**src/rtl/control_riego.sv**
```systemverilog
// Irrigation controller: synchronises and debounces the dry-soil comparator, runs a bounded
// watering cycle plus cooldown, and latches a fault after repeated watering timeouts.
module control_riego #(
    parameter int unsigned DEB_CYCLES   = 1_000_000,
    parameter int unsigned WATER_CYCLES = 500_000_000,
    parameter int unsigned MIN_CYCLES   = 50_000_000,
    parameter int unsigned COOL_CYCLES  = 1_500_000_000,
    parameter int unsigned MAX_TIMEOUTS = 3
) (
    input  logic       clk_i,
    input  logic       rst_ni,
    input  logic       enable_i,
    input  logic       seco_i,
    output logic       regar_o,
    output logic [1:0] estado_o,
    output logic [7:0] riegos_o,
    output logic       falla_o
);

    localparam logic [19:0] DebLast   = 20'(DEB_CYCLES - 1);
    localparam logic [30:0] WaterLast = 31'(WATER_CYCLES - 1);
    localparam logic [30:0] MinLast   = 31'(MIN_CYCLES - 1);
    localparam logic [30:0] CoolLast  = 31'(COOL_CYCLES - 1);
    localparam logic [1:0]  MaxTo     = 2'(MAX_TIMEOUTS);

    typedef enum logic [1:0] {StIdle = 2'd0, StWater = 2'd1, StCool = 2'd2, StFault = 2'd3} state_e;

    state_e      state_q, state_d;
    logic        seco_meta_q, seco_s_q;
    logic        seco_db_q, seco_db_d;
    logic [19:0] deb_cnt_q, deb_cnt_d;
    logic [30:0] t_q, t_d;
    logic [7:0]  riegos_q, riegos_d;
    logic [1:0]  to_q, to_d;
    logic [1:0]  to_inc;
    logic        falla_q, falla_d;

    always_comb begin
        seco_db_d = seco_db_q;
        deb_cnt_d = 20'd0;
        if (seco_s_q != seco_db_q) begin
            if (deb_cnt_q == DebLast) begin
                seco_db_d = seco_s_q;
            end else begin
                deb_cnt_d = deb_cnt_q + 20'd1;
            end
        end
    end

    // The FSM decides on the pre-flip seco_db_q, so a same-cycle debounce flip is seen next cycle.
    always_comb begin
        state_d  = state_q;
        t_d      = t_q;
        riegos_d = riegos_q;
        to_d     = to_q;
        falla_d  = falla_q;
        to_inc   = to_q + 2'd1;
        case (state_q)
            StIdle: begin
                if (enable_i && seco_db_q) begin
                    state_d = StWater;
                    t_d     = 31'd0;
                    if (riegos_q != 8'hFF) begin
                        riegos_d = riegos_q + 8'd1;
                    end
                end
            end
            StWater: begin
                t_d = t_q + 31'd1;
                if (!enable_i) begin
                    state_d = StIdle;
                    t_d     = 31'd0;
                end else if (t_q == WaterLast) begin
                    to_d = to_inc;
                    t_d  = 31'd0;
                    if (to_inc == MaxTo) begin
                        state_d = StFault;
                        falla_d = 1'b1;
                    end else begin
                        state_d = StCool;
                    end
                end else if (!seco_db_q && (t_q >= MinLast)) begin
                    state_d = StCool;
                    t_d     = 31'd0;
                    to_d    = 2'd0;
                end
            end
            StCool: begin
                t_d = t_q + 31'd1;
                if (t_q == CoolLast) begin
                    state_d = StIdle;
                    t_d     = 31'd0;
                end
            end
            StFault: begin
                if (!enable_i) begin
                    state_d = StIdle;
                    falla_d = 1'b0;
                    to_d    = 2'd0;
                end
            end
            default: state_d = StIdle;
        endcase
    end

    always_ff @(posedge clk_i or negedge rst_ni) begin
        if (!rst_ni) begin
            seco_meta_q <= 1'b0;
            seco_s_q    <= 1'b0;
            seco_db_q   <= 1'b0;
            deb_cnt_q   <= 20'd0;
            state_q     <= StIdle;
            t_q         <= 31'd0;
            riegos_q    <= 8'd0;
            to_q        <= 2'd0;
            falla_q     <= 1'b0;
        end else begin
            seco_meta_q <= seco_i;
            seco_s_q    <= seco_meta_q;
            seco_db_q   <= seco_db_d;
            deb_cnt_q   <= deb_cnt_d;
            state_q     <= state_d;
            t_q         <= t_d;
            riegos_q    <= riegos_d;
            to_q        <= to_d;
            falla_q     <= falla_d;
        end
    end

    assign regar_o  = (state_q == StWater);
    assign estado_o = state_q;
    assign riegos_o = riegos_q;
    assign falla_o  = falla_q;

endmodule

```
**config.mk**
```make
export PLATFORM = sky130hd
export DESIGN_NAME = control_riego
export DESIGN_NICKNAME = d
export VERILOG_FILES = /design/src/rtl/control_riego.sv
export SDC_FILE = /design/constraint.sdc
export NUM_CORES = 1
export LEC_CHECK = 0
export BUFFER_PORTS_ARGS = -buffer_cell sky130_fd_sc_hd__buf_4
export CAP_MARGIN = 20
export CORE_UTILIZATION = 60
export DETAILED_ROUTE_END_ITERATION = 16
export PLACE_DENSITY = 0.78
export REMOVE_ABC_BUFFERS = 1
export SKIP_LAST_GASP = 1
export SYNTH_ARGS = -nofsm -noshare
export SYNTH_HDL_FRONTEND = slang
export SYNTH_SLANG_ARGS = --single-unit
```
**constraint.sdc**
```tcl
create_clock -name clk_i -period 5 [get_ports clk_i]
set_clock_uncertainty 0.15 [all_clocks]
set_input_delay 1 -clock clk_i [delete_from_list [all_inputs] [get_ports clk_i]]
set_output_delay 1 -clock clk_i [all_outputs]
set_load 0.05 [all_outputs]
```
==> qor.txt, run 1 <==
Run status: finished, final reports clean
RSZ-0062 raised after global routing: false
Final Cycle Share: 0.5935
GRT Total Usage: 0.2811
Avg Vias per Cell: 6.231
Deepest clock path buffer count: 2
Nets: 422
Vias in the first global route: 2916
Hold depth: 0
Gates resized, CTS repair: 0
Setup Fix Bufs, Post-CTS: 0
Area growth syn-to-layout: 10.83%
Post-Route WL: 8399 um
CP Launch Type: register
Switching Fraction: 0.3029
Input/output buffers: 15
ANT nets after route: 0
FP Rows: 28
CP required: 5.11 ns
Global-route wire length before repair: 13770 um
FF-to-FF path depth: 8
Power density cells: 358.9 mW/mm2
Worst EP arrival: 3.08 ns
Die area: 0.006519 mm2
Final Max Slew Viols: 0
CTS root buf: clkbuf_8
Filler cells: 463
Place WS: 2.085 ns
Sink Count: 67
CTS clock-pin slew for the worst setup and hold paths: 0.08 ns
Placed inst area: 0.003857 mm2
Gpl congestion: 0.8953
Worst slew pin tran: 1.135 ns
Pin count of the biggest net entering global routing: 68
Avg Cell Area, Syn: 9.346 um2
Setup TNS: 0 ns
DPL Wire Length: 5716 um
Met1 Use GR: 0.3664
Int Pwr: 1.032 mW
H-tree levels: 3
Fin worst setup slack: 2.032 ns
Logic pwr share: 0.208
Rel. slew slack: 0.2366
Crit path capture type: register
Synthesized instance count: 398
Worst Hold Slack: 0.2071 ns
Initial Utilization: 0.6246
IO Count: 16
Top FF cell, synth: dfrtp_1
N_diodes: 0
Overall Power: 1.480 mW
Core area: 0.005956 mm2
Leakage: 1.771 nW
Total number of vias: 3053
Seq pwr share: 0.386
Yosys warnings: 0
Worst min path class: register to register
Setup violations, final: 0
EDFF count, synth: 0
Met2 Use GR: 0.4593
Drt wl/cell: 17.14 um
Gr busiest metal: met2
Die Height: 80.74 um
Cts-stage hold buffer count: 0
Clk_lat worst skew: 0.35 ns
Async S/R FF share, synth: 1.000
Global Route met3 Usage: 0.04045
Worst Path Max Fanout: 16
Share of cells above drive strength 1: 0.1060
DRC marker count from the first detailed-route iteration: 170
Seq cells post-synth: 67
Sequential fraction of the synthesis area: 0.4507
Die W: 80.74 um
Post-route cell area: 0.004123 mm2
Clk pwr share: 0.405
Max Clk Rate: 337.0 MHz
CTS buffer count: 9
DR DRC count: 0
Drt pass-1 iters: 4
Max Cap Violations: 0
CTS tree: done
Kind of critical path: register to register
Peak supply drop: 0.2289 mV
Final hold vios: 0
Synthesized area: 0.003720 mm2
Initial antenna violation count: 0
Min Tclk post-route: 2.968 ns
GRT Residual Overflow: 0
Switch Pwr: 0.4482 mW
Library cells used by synthesis: 55
==> worst paths after layout <==
path | startpoint | end | slack [ns]
setup / recovery | t_q[0] | t_q[9] | 2.03
hold / removal | seco_meta_q | seco_s_q | 0.21
setup reg to reg | t_q[0] | t_q[9] | 2.03
hold reg to reg | seco_meta_q | seco_s_q | 0.21
max in group asynchronous | rst_ni | deb_cnt_q[19] | 3.56
min in group asynchronous | rst_ni | deb_cnt_q[18] | 0.60
==> logic make-up after synthesis <==
group                    count (synthesis)  synth area share
multiplexers                             5           0.01715
flip-flops                              67            0.4507
AND/OR/NAND/NOR                        186            0.2617
XOR/XNOR                                33           0.07770
AO/OA/AOI/OAI                           73            0.1342
adder cells (fa/ha/maj)                  8           0.02691
buffers and inverters                   26           0.03162
==> state kept, by name, summed over array words and instances, names as in the netlist, 2 cells and up <==
signal	flops
estado_o	2
riegos_o	8
t_q	31
deb_cnt_q	20
to_q	2
==> critical path, stage by stage (launching register included) <==
cell and delay (ns):
dfrtp_1 0.41, ha_1 0.25, and3_1 0.20, and3_1 0.20, a311oi_1 0.55, o2111ai_4 0.19
o21ai_2 0.58, a21oi_1 0.14, o21ai_0 0.19
==> synth_stat cells, types with 3 or more instances <==
cell | count | area share
a21o_1 | 5 | 0.010
nand2b_1 | 4 | 0.0067
or3_1 | 4 | 0.0067
xnor2_1 | 15 | 0.035
o31ai_1 | 4 | 0.0081
nor2_1 | 34 | 0.034
nand4b_1 | 4 | 0.0094
xor2_1 | 18 | 0.042
nand2_1 | 45 | 0.045
and4_1 | 3 | 0.0071
o21ai_1 | 3 | 0.0040
nor3_1 | 8 | 0.011
nand3_1 | 27 | 0.036
nor4_1 | 10 | 0.017
and3_1 | 15 | 0.025
dfrtp_1 | 67 | 0.45
o211ai_1 | 3 | 0.0061
o22ai_1 | 5 | 0.0084
inv_1 | 11 | 0.011
and2_1 | 7 | 0.012
ha_1 | 8 | 0.027
mux2_2 | 3 | 0.0091
nand4_1 | 10 | 0.017
clkbuf_1 | 9 | 0.0091
a21oi_1 | 9 | 0.012
o21ai_0 | 22 | 0.030
buf_2 | 4 | 0.0054
==> cell type report <==
cell class                      count  area, um2  area share
Clock inverter                      6      137.6     0.03338
Multi-Input combinational cell    305       1926      0.4671
Timing Repair Buffer               16      120.1     0.02914
Tap cell                           75      93.84     0.02276
Sequential cell                    67       1677      0.4067
Clock buffer                       10      127.6     0.03096
Inverter                           11      41.29     0.01002
==> layer usage <==
metal	routed length, um	vias up
li1	-	1466
met1	3857	1484
met2	4008	83
met3	340	20
met4	192	0
met5	0	-
==> power groups by stage <==
stage	clock [mW]	combinational (mW)	sequential, mW
floorplan	0	0.194	0.593
global placement	0	0.300	0.580
detailed placement	0	0.307	0.582
CTS	0.606	0.308	0.571
global route	0.632	0.340	0.573
finish	0.600	0.308	0.572
==> cells in the final DEF, fill, tap and decap left out, types with 3 or more instances in the layout <==
cell	n
nand4_1	10
nor2_1	34
o22ai_1	5
xnor2_1	15
and4_1	3
o31ai_1	4
and3_1	15
mux2_2	3
a21o_1	5
nor4_1	10
clkbuf_8	9
inv_1	11
o21ai_0	22
nor3_1	8
nand4b_1	4
nand2_1	45
ha_1	8
or3_1	4
xor2_1	18
nand2b_1	4
o21ai_1	3
buf_4	16
a21oi_1	9
dfrtp_1	67
and2_1	7
bufinv_16	4
nand3_1	27
o211ai_1	3
==> through the flow <==
stage                     utilization  cells
after floorplan                     -    383
after global placement         0.6477    474
after detailed placement       0.6477    474
after CTS                      0.6922    490
after global routing           0.6922    490
final                          0.6922    490
Note: power is estimated with default switching activity, not from simulation.
==> run 2, diff against run 1 <==
Clock period 5 ns to 2.75 ns, I/O delays scaled along.
==> run 2 against run 1 <==
Effect of this change:
- wire length grew 12%
- hold slack lost 0.052 ns
- die area stayed put
- combinational power rose by 120%
- via count grew 11%
==> qor.txt, run 2 (same netlist as run 1, synthesis figures left out) <==
N_diodes: 0 (unchanged)
Max Cap Violations: 0 (unchanged)
H-tree levels: 3 (unchanged)
Worst slew pin tran: 0.8375 ns (was 1.135 ns)
Die area: 0.006519 mm2 (unchanged)
Final core utilization: 0.7393 (was 0.6922)
Worst Path Max Fanout: 6 (was 16)
Die W: 80.74 um (unchanged)
DR DRC count: 0 (unchanged)
CTS buffer count: 9 (unchanged)
Initial antenna violation count: 0 (unchanged)
Gpl congestion: 0.8935 (was 0.8953)
Max Clk Rate: 366.8 MHz (was 337.0 MHz)
CTS root buf: clkbuf_8 (unchanged)
Most common cell after layout, fill and taps aside: dfrtp_1 (unchanged)
Post-route cell area: 0.004403 mm2 (was 0.004123 mm2)
Drt pass-1 iters: 7 (was 4)
Overall Power: 2.550 mW (was 1.480 mW)
CP required: 2.87 ns (was 5.11 ns)
Commonest cells after routing, fill and taps aside: dfrtp_1 (65), buf_4 (52), nand2_1 (45), nor2_1 (34), nand3_1 (26) (was dfrtp_1 (67), nand2_1 (45), nor2_1 (34), nand3_1 (27), o21ai_0 (22))
Sink Count: 67 (unchanged)
GRT Residual Overflow: 0 (unchanged)
IO Count: 16 (unchanged)
Share of cells above drive strength 1: 0.1987 (was 0.1060)
Final Max Slew Viols: 0 (unchanged)
CP Launch Point: t_q[0] (unchanged)
Reg2reg start: t_q[0] (unchanged)
ANT nets after route: 0 (unchanged)
Kind of critical path: register to register (unchanged)
Power density cells: 579.1 mW/mm2 (was 358.9 mW/mm2)
GRT Total Usage: 0.3007 (was 0.2811)
Avg Vias per Cell: 6.438 (was 6.231)
Filler cells: 431 (was 463)
Input/output buffers: 15 (unchanged)
DRC marker count from the first detailed-route iteration: 288 (was 170)
Nets: 460 (was 422)
Area growth syn-to-layout: 18.37% (was 10.83%)
CTS clock-pin slew for the worst setup and hold paths: 0.07 ns (was 0.08 ns)
Total number of vias: 3399 (was 3053)
Worst min path class: input pin to asynchronous set/reset pin (was register to register)
Initial Utilization: 0.6246 (unchanged)
Final hold vios: 0 (unchanged)
CP Launch Type: register (unchanged)
Setup violations, final: 0 (unchanged)
Largest Register: t_q (unchanged)
Min Tclk post-route: 2.727 ns (was 2.968 ns)
Clk_lat worst skew: 0.34 ns (was 0.35 ns)
Die Height: 80.74 um (unchanged)
Global-route wire length before repair: 14770 um (was 13770 um)
Cts-stage hold buffer count: 0 (unchanged)
Worst EP arrival: 2.84 ns (was 3.08 ns)
Largest register FFs: 31 (unchanged)
Vias in the first global route: 3183 (was 2916)
Deepest clock path buffer count: 2 (unchanged)
Peak supply drop: 0.3984 mV (was 0.2289 mV)
Placed inst area: 0.004053 mm2 (was 0.003857 mm2)
Pin count of the biggest net entering global routing: 68 (unchanged)
Rel. slew slack: 0.4417 (was 0.2366)
DPL Wire Length: 5919 um (was 5716 um)
Post-Route WL: 9429 um (was 8399 um)
CTS tree: done (unchanged)
Cells after DPL: 500 (was 474)
RSZ-0062 raised after global routing: true (was false)
Crit path capture type: register (unchanged)
Finished Layout Cells: 528 (was 490)
Run status: finished, final reports clean (unchanged)
Core area: 0.005956 mm2 (unchanged)
FP Rows: 28 (unchanged)
Leakage: 1.927 nW (was 1.771 nW)
Drt wl/cell: 17.86 um (was 17.14 um)
Final Cycle Share: 0.9915 (was 0.5935)
run 2: area by class of cell:
class / count / area [um2] / share of cell area
Clock inverter: 4 / 50.05 / 0.01137
Multi-Input combinational cell: 307 / 2003 / 0.4550
Sequential cell: 67 / 1679 / 0.3814
Clock buffer: 12 / 145.1 / 0.03296
Timing Repair Buffer: 52 / 390.4 / 0.08866
Tap cell: 75 / 93.84 / 0.02131
Inverter: 11 / 41.29 / 0.009378
run 2: path summary, 6_finish.rpt:
path | slack, ns | cells past startpoint | end
worst max-delay path | 0.02 | 9 | t_q[5]
max in group asynchronous | 1.70 | 1 | t_q[16]
worst min register to register | 0.22 | 0 | seco_s_q
worst max register to register | 0.02 | 9 | t_q[5]
min in group clk_i | 0.16 | 1 | seco_meta_q
worst min-delay path | 0.16 | 1 | deb_cnt_q[17]
run 2: layer usage:
| metal | vias up | wire, um | track usage |
|---|---|---|---|
| met2 | 172 | 4683 | 0.5051 |
| met4 | 0 | 322 | 0.1393 |
| met5 | - | 0 | 0 |
| met3 | 49 | 697 | 0.05955 |
| li1 | 1544 | - | - |
| met1 | 1634 | 3726 | 0.3732 |
run 2: metrics by stage:
stage	worst slack, ns	hold WS [ns]	setup TNS (ns)
CTS	-0.02027	0.1576	-0.03661
detailed placement	0.0004492	0.1911	0
global placement	0.1141	0.1863	0
global route	-0.05554	0.1548	-0.07086
floorplan	0.01153	0.1044	0
finish	0.02342	0.1551	0
run 2: power breakdown:
part / internal, mW / total (mW) / leakage, nW / switching [mW]
combinational: 0.236 / 0.688 / 0.918 / 0.453
sequential: 1.01 / 1.04 / 0.916 / 0.0277
clock: 0.443 / 0.821 / 0.0926 / 0.379
total: 1.69 / 2.55 / 1.93 / 0.859
run 2: worst max-delay path, cell delays in order, from the launching register on:
cell and delay, ns:
dfrtp_1 0.41, ha_2 0.22, and3_1 0.19, and3_1 0.21
a311oi_2 0.27, buf_4 0.17, o2111ai_4 0.22, o21a_4 0.32
or4_1 0.40, o21ai_1 0.10
run 2: what timing repair did:
| item | in CTS | in global routing |
|---|---|---|
| setup buffers | 0 | 10 |
| gates cloned | 0 | 2 |
| pin swaps | 0 | 7 |
| resized for setup | 1 | 13 |
| setup endpoints to repair | 2 | 25 |
==> run 3, diff against run 2 <==
--- a/config.mk
+++ b/config.mk
@@ -9,5 +9,7 @@
 export CAP_MARGIN = 20
-export CORE_UTILIZATION = 60
+export CELL_PAD_IN_SITES_DETAIL_PLACEMENT = 1
+export CELL_PAD_IN_SITES_GLOBAL_PLACEMENT = 1
+export CORE_UTILIZATION = 48
 export DETAILED_ROUTE_END_ITERATION = 16
-export PLACE_DENSITY = 0.78
+export PLACE_DENSITY_LB_ADDON = 0.1
 export REMOVE_ABC_BUFFERS = 1
--- a/constraint.sdc
+++ b/constraint.sdc
@@ -4,2 +4,2 @@
 set_output_delay 0.55 -clock clk_i [all_outputs]
-set_load 0.05 [all_outputs]
+set_load 0.005 [all_outputs]
==> run 3 against run 2 <==
Effect of this change:
- sequential share of layout area rose by 0.13 points
- via count decreased by 3.2%
- register-to-register slack improved by 0.04 ns
- die area grew 24%
- final cell count increased by 3.8%
- global-route usage shrank 4.2 points
- combinational power is 2% lower
- core utilization down 14 points
- fmax rose by 1.5%
- critical endpoint is now t_q[24]
- largest cell class unchanged
==> qor.txt, run 3 (same netlist as run 1, synthesis figures left out) <==
Cts-stage hold buffer count: 0 (unchanged)
Max Cap Violations: 0 (unchanged)
Drt pass-1 iters: 5 (was 7)
Most common cell after layout, fill and taps aside: dfrtp_1 (unchanged)
Largest register FFs: 31 (unchanged)
CTS tree: done (unchanged)
CTS clock-pin slew for the worst setup and hold paths: 0.07 ns (about the same)
Initial antenna violation count: 0 (unchanged)
Largest Register: t_q (unchanged)
Place WS: 0.01797 ns (was 0.0004492 ns)
Worst Path Max Fanout: 6 (unchanged)
Global-route wire length before repair: 16750 um (was 14770 um)
Area growth syn-to-layout: 17.96% (was 18.37%)
Commonest cells after routing, fill and taps aside: dfrtp_1 (65), buf_4 (48), nand2_1 (45), nor2_1 (34), nand3_1 (26) (was dfrtp_1 (65), buf_4 (52), nand2_1 (45), nor2_1 (34), nand3_1 (26))
Deepest clock path buffer count: 2 (unchanged)
Crit-path slowest cell: dfrtp_1 (unchanged)
Top delay family on crit path: compound AO/OA/AOI/OAI gates (unchanged)
GRT Total Usage: 0.2591 (was 0.3007)
Crit path capture type: register (unchanged)
Kind of critical path: register to register (unchanged)
Pin count of the biggest net entering global routing: 68 (unchanged)
DPL Wire Length: 6894 um (was 5919 um)
Core area: 0.007370 mm2 (was 0.005956 mm2)
Max Clk Rate: 372.1 MHz (was 366.8 MHz)
H-tree levels: 3 (unchanged)
Setup violations, final: 0 (unchanged)
DRC marker count from the first detailed-route iteration: 132 (was 288)
Worst slew pin tran: 0.8741 ns (was 0.8375 ns)
Worst EP arrival: 2.78 ns (was 2.84 ns)
DR DRC count: 0 (unchanged)
Worst min path class: input pin to asynchronous set/reset pin (unchanged)
Total number of vias: 3291 (was 3399)
Sink Count: 67 (unchanged)
Final Max Slew Viols: 0 (unchanged)
N_diodes: 0 (unchanged)
Die Height: 90.03 um (was 80.74 um)
GRT Residual Overflow: 0 (unchanged)
Placed inst area: 0.004110 mm2 (was 0.004053 mm2)
ANT nets after route: 0 (unchanged)
Power density cells: 572.8 mW/mm2 (was 579.1 mW/mm2)
Leakage: 1.912 nW (was 1.927 nW)
Final Cycle Share: 0.9772 (was 0.9915)
Final hold vios: 0 (unchanged)
Worst Hold Slack: 0.1600 ns (was 0.1551 ns)
Drt wl/cell: 18.57 um (was 17.86 um)
Post-route cell area: 0.004388 mm2 (was 0.004403 mm2)
Share of cells above drive strength 1: 0.1893 (was 0.1987)
Cells along the critical path: ha_2 -> and3_1 -> and3_1 -> a311oi_1 -> buf_4 -> o2111ai_4 -> o211ai_1 -> buf_4 -> o311ai_0 -> o41ai_1 (was ha_2 -> and3_1 -> and3_1 -> a311oi_2 -> buf_4 -> o2111ai_4 -> o21a_4 -> or4_1 -> o21ai_1)
FP Rows: 31 (was 28)
Avg Vias per Cell: 6.005 (was 6.438)
Clk_lat worst skew: 0.35 ns (was 0.34 ns)
Rel. slew slack: 0.4172 (was 0.4417)
Post-Route WL: 10180 um (was 9429 um)
Nets: 457 (was 460)
Run status: finished, final reports clean (unchanged)
Fin worst setup slack: 0.06260 ns (was 0.02342 ns)
CP peak stage delay: 0.40 ns (was 0.41 ns)
Final core utilization: 0.5954 (was 0.7393)
CP Launch Type: register (unchanged)
CTS root buf: clkbuf_8 (unchanged)
Input/output buffers: 15 (unchanged)
Gpl congestion: 0.8693 (was 0.8935)
Initial Utilization: 0.5048 (was 0.6246)
CTS buffer count: 9 (unchanged)
Min Tclk post-route: 2.687 ns (was 2.727 ns)
Die area: 0.008105 mm2 (was 0.006519 mm2)
CP required: 2.84 ns (was 2.87 ns)
Cells after DPL: 526 (was 500)
Vias in the first global route: 3337 (was 3183)
IO Count: 16 (unchanged)
Finished Layout Cells: 548 (was 528)
Die W: 90.03 um (was 80.74 um)
Peak supply drop: 0.3322 mV (was 0.3984 mV)
Buf/Inv on CP: 2 (was 1)
## run 3: cell count changes in the layout (fill, tap and decap cells not counted), sizes merged
cell    delta
buf        -3
clkbuf     -2
clkinv     +1
## run 3: metal layers
metal	global-route usage	vias up	part of all wire
met5	0	-	0
met4	0.06855	0	0.015
met3	0.04569	17	0.041
met2	0.4313	78	0.49
met1	0.3491	1663	0.46
li1	-	1533	-
## run 3: what timing repair did
item / 4_1_cts / 5_1_grt
setup endpoints to repair: 0 / 15
setup buffers: 0 / 5
gates resized for setup: 0 / 11
## run 3: worst paths after layout
| path | from | endpoint | slack, ns | cells after the start |
|---|---|---|---|---|
| worst max-delay path | t_q[0] | t_q[24] | 0.06 | 10 |
| worst min-delay path | rst_ni | t_q[23] | 0.16 | 1 |
| worst max register to register | t_q[0] | t_q[24] | 0.06 | 10 |
| worst min register to register | seco_meta_q | seco_s_q | 0.21 | 0 |
| max in group asynchronous | rst_ni | t_q[18] | 1.68 | 1 |
| min in group clk_i | seco_i | seco_meta_q | 0.16 | 1 |
## run 3: final cells by class
cell class	instances	area, um2
clock inverters	5	55.05
repair buffers	49	380.4
multi-input cells	307	1981
clock buffers	10	127.6
flip-flops and latches	67	1679
inverters	11	41.29
fillers	841	2982
well taps	99	123.9
## run 3: stage by stage
stage	power [mW]	TNS, ns
finish	2.513	0
global route	2.623	-0.1632
CTS	2.439	0
detailed placement	1.639	0
global placement	1.625	0
floorplan	1.378	0
## run 3: power breakdown
group	total, mW	internal, mW	switching (mW)	leakage [nW]
Combinational	0.676	0.268	0.407	0.908
Clock	0.801	0.411	0.391	0.0881
Sequential	1.04	1.01	0.0240	0.916
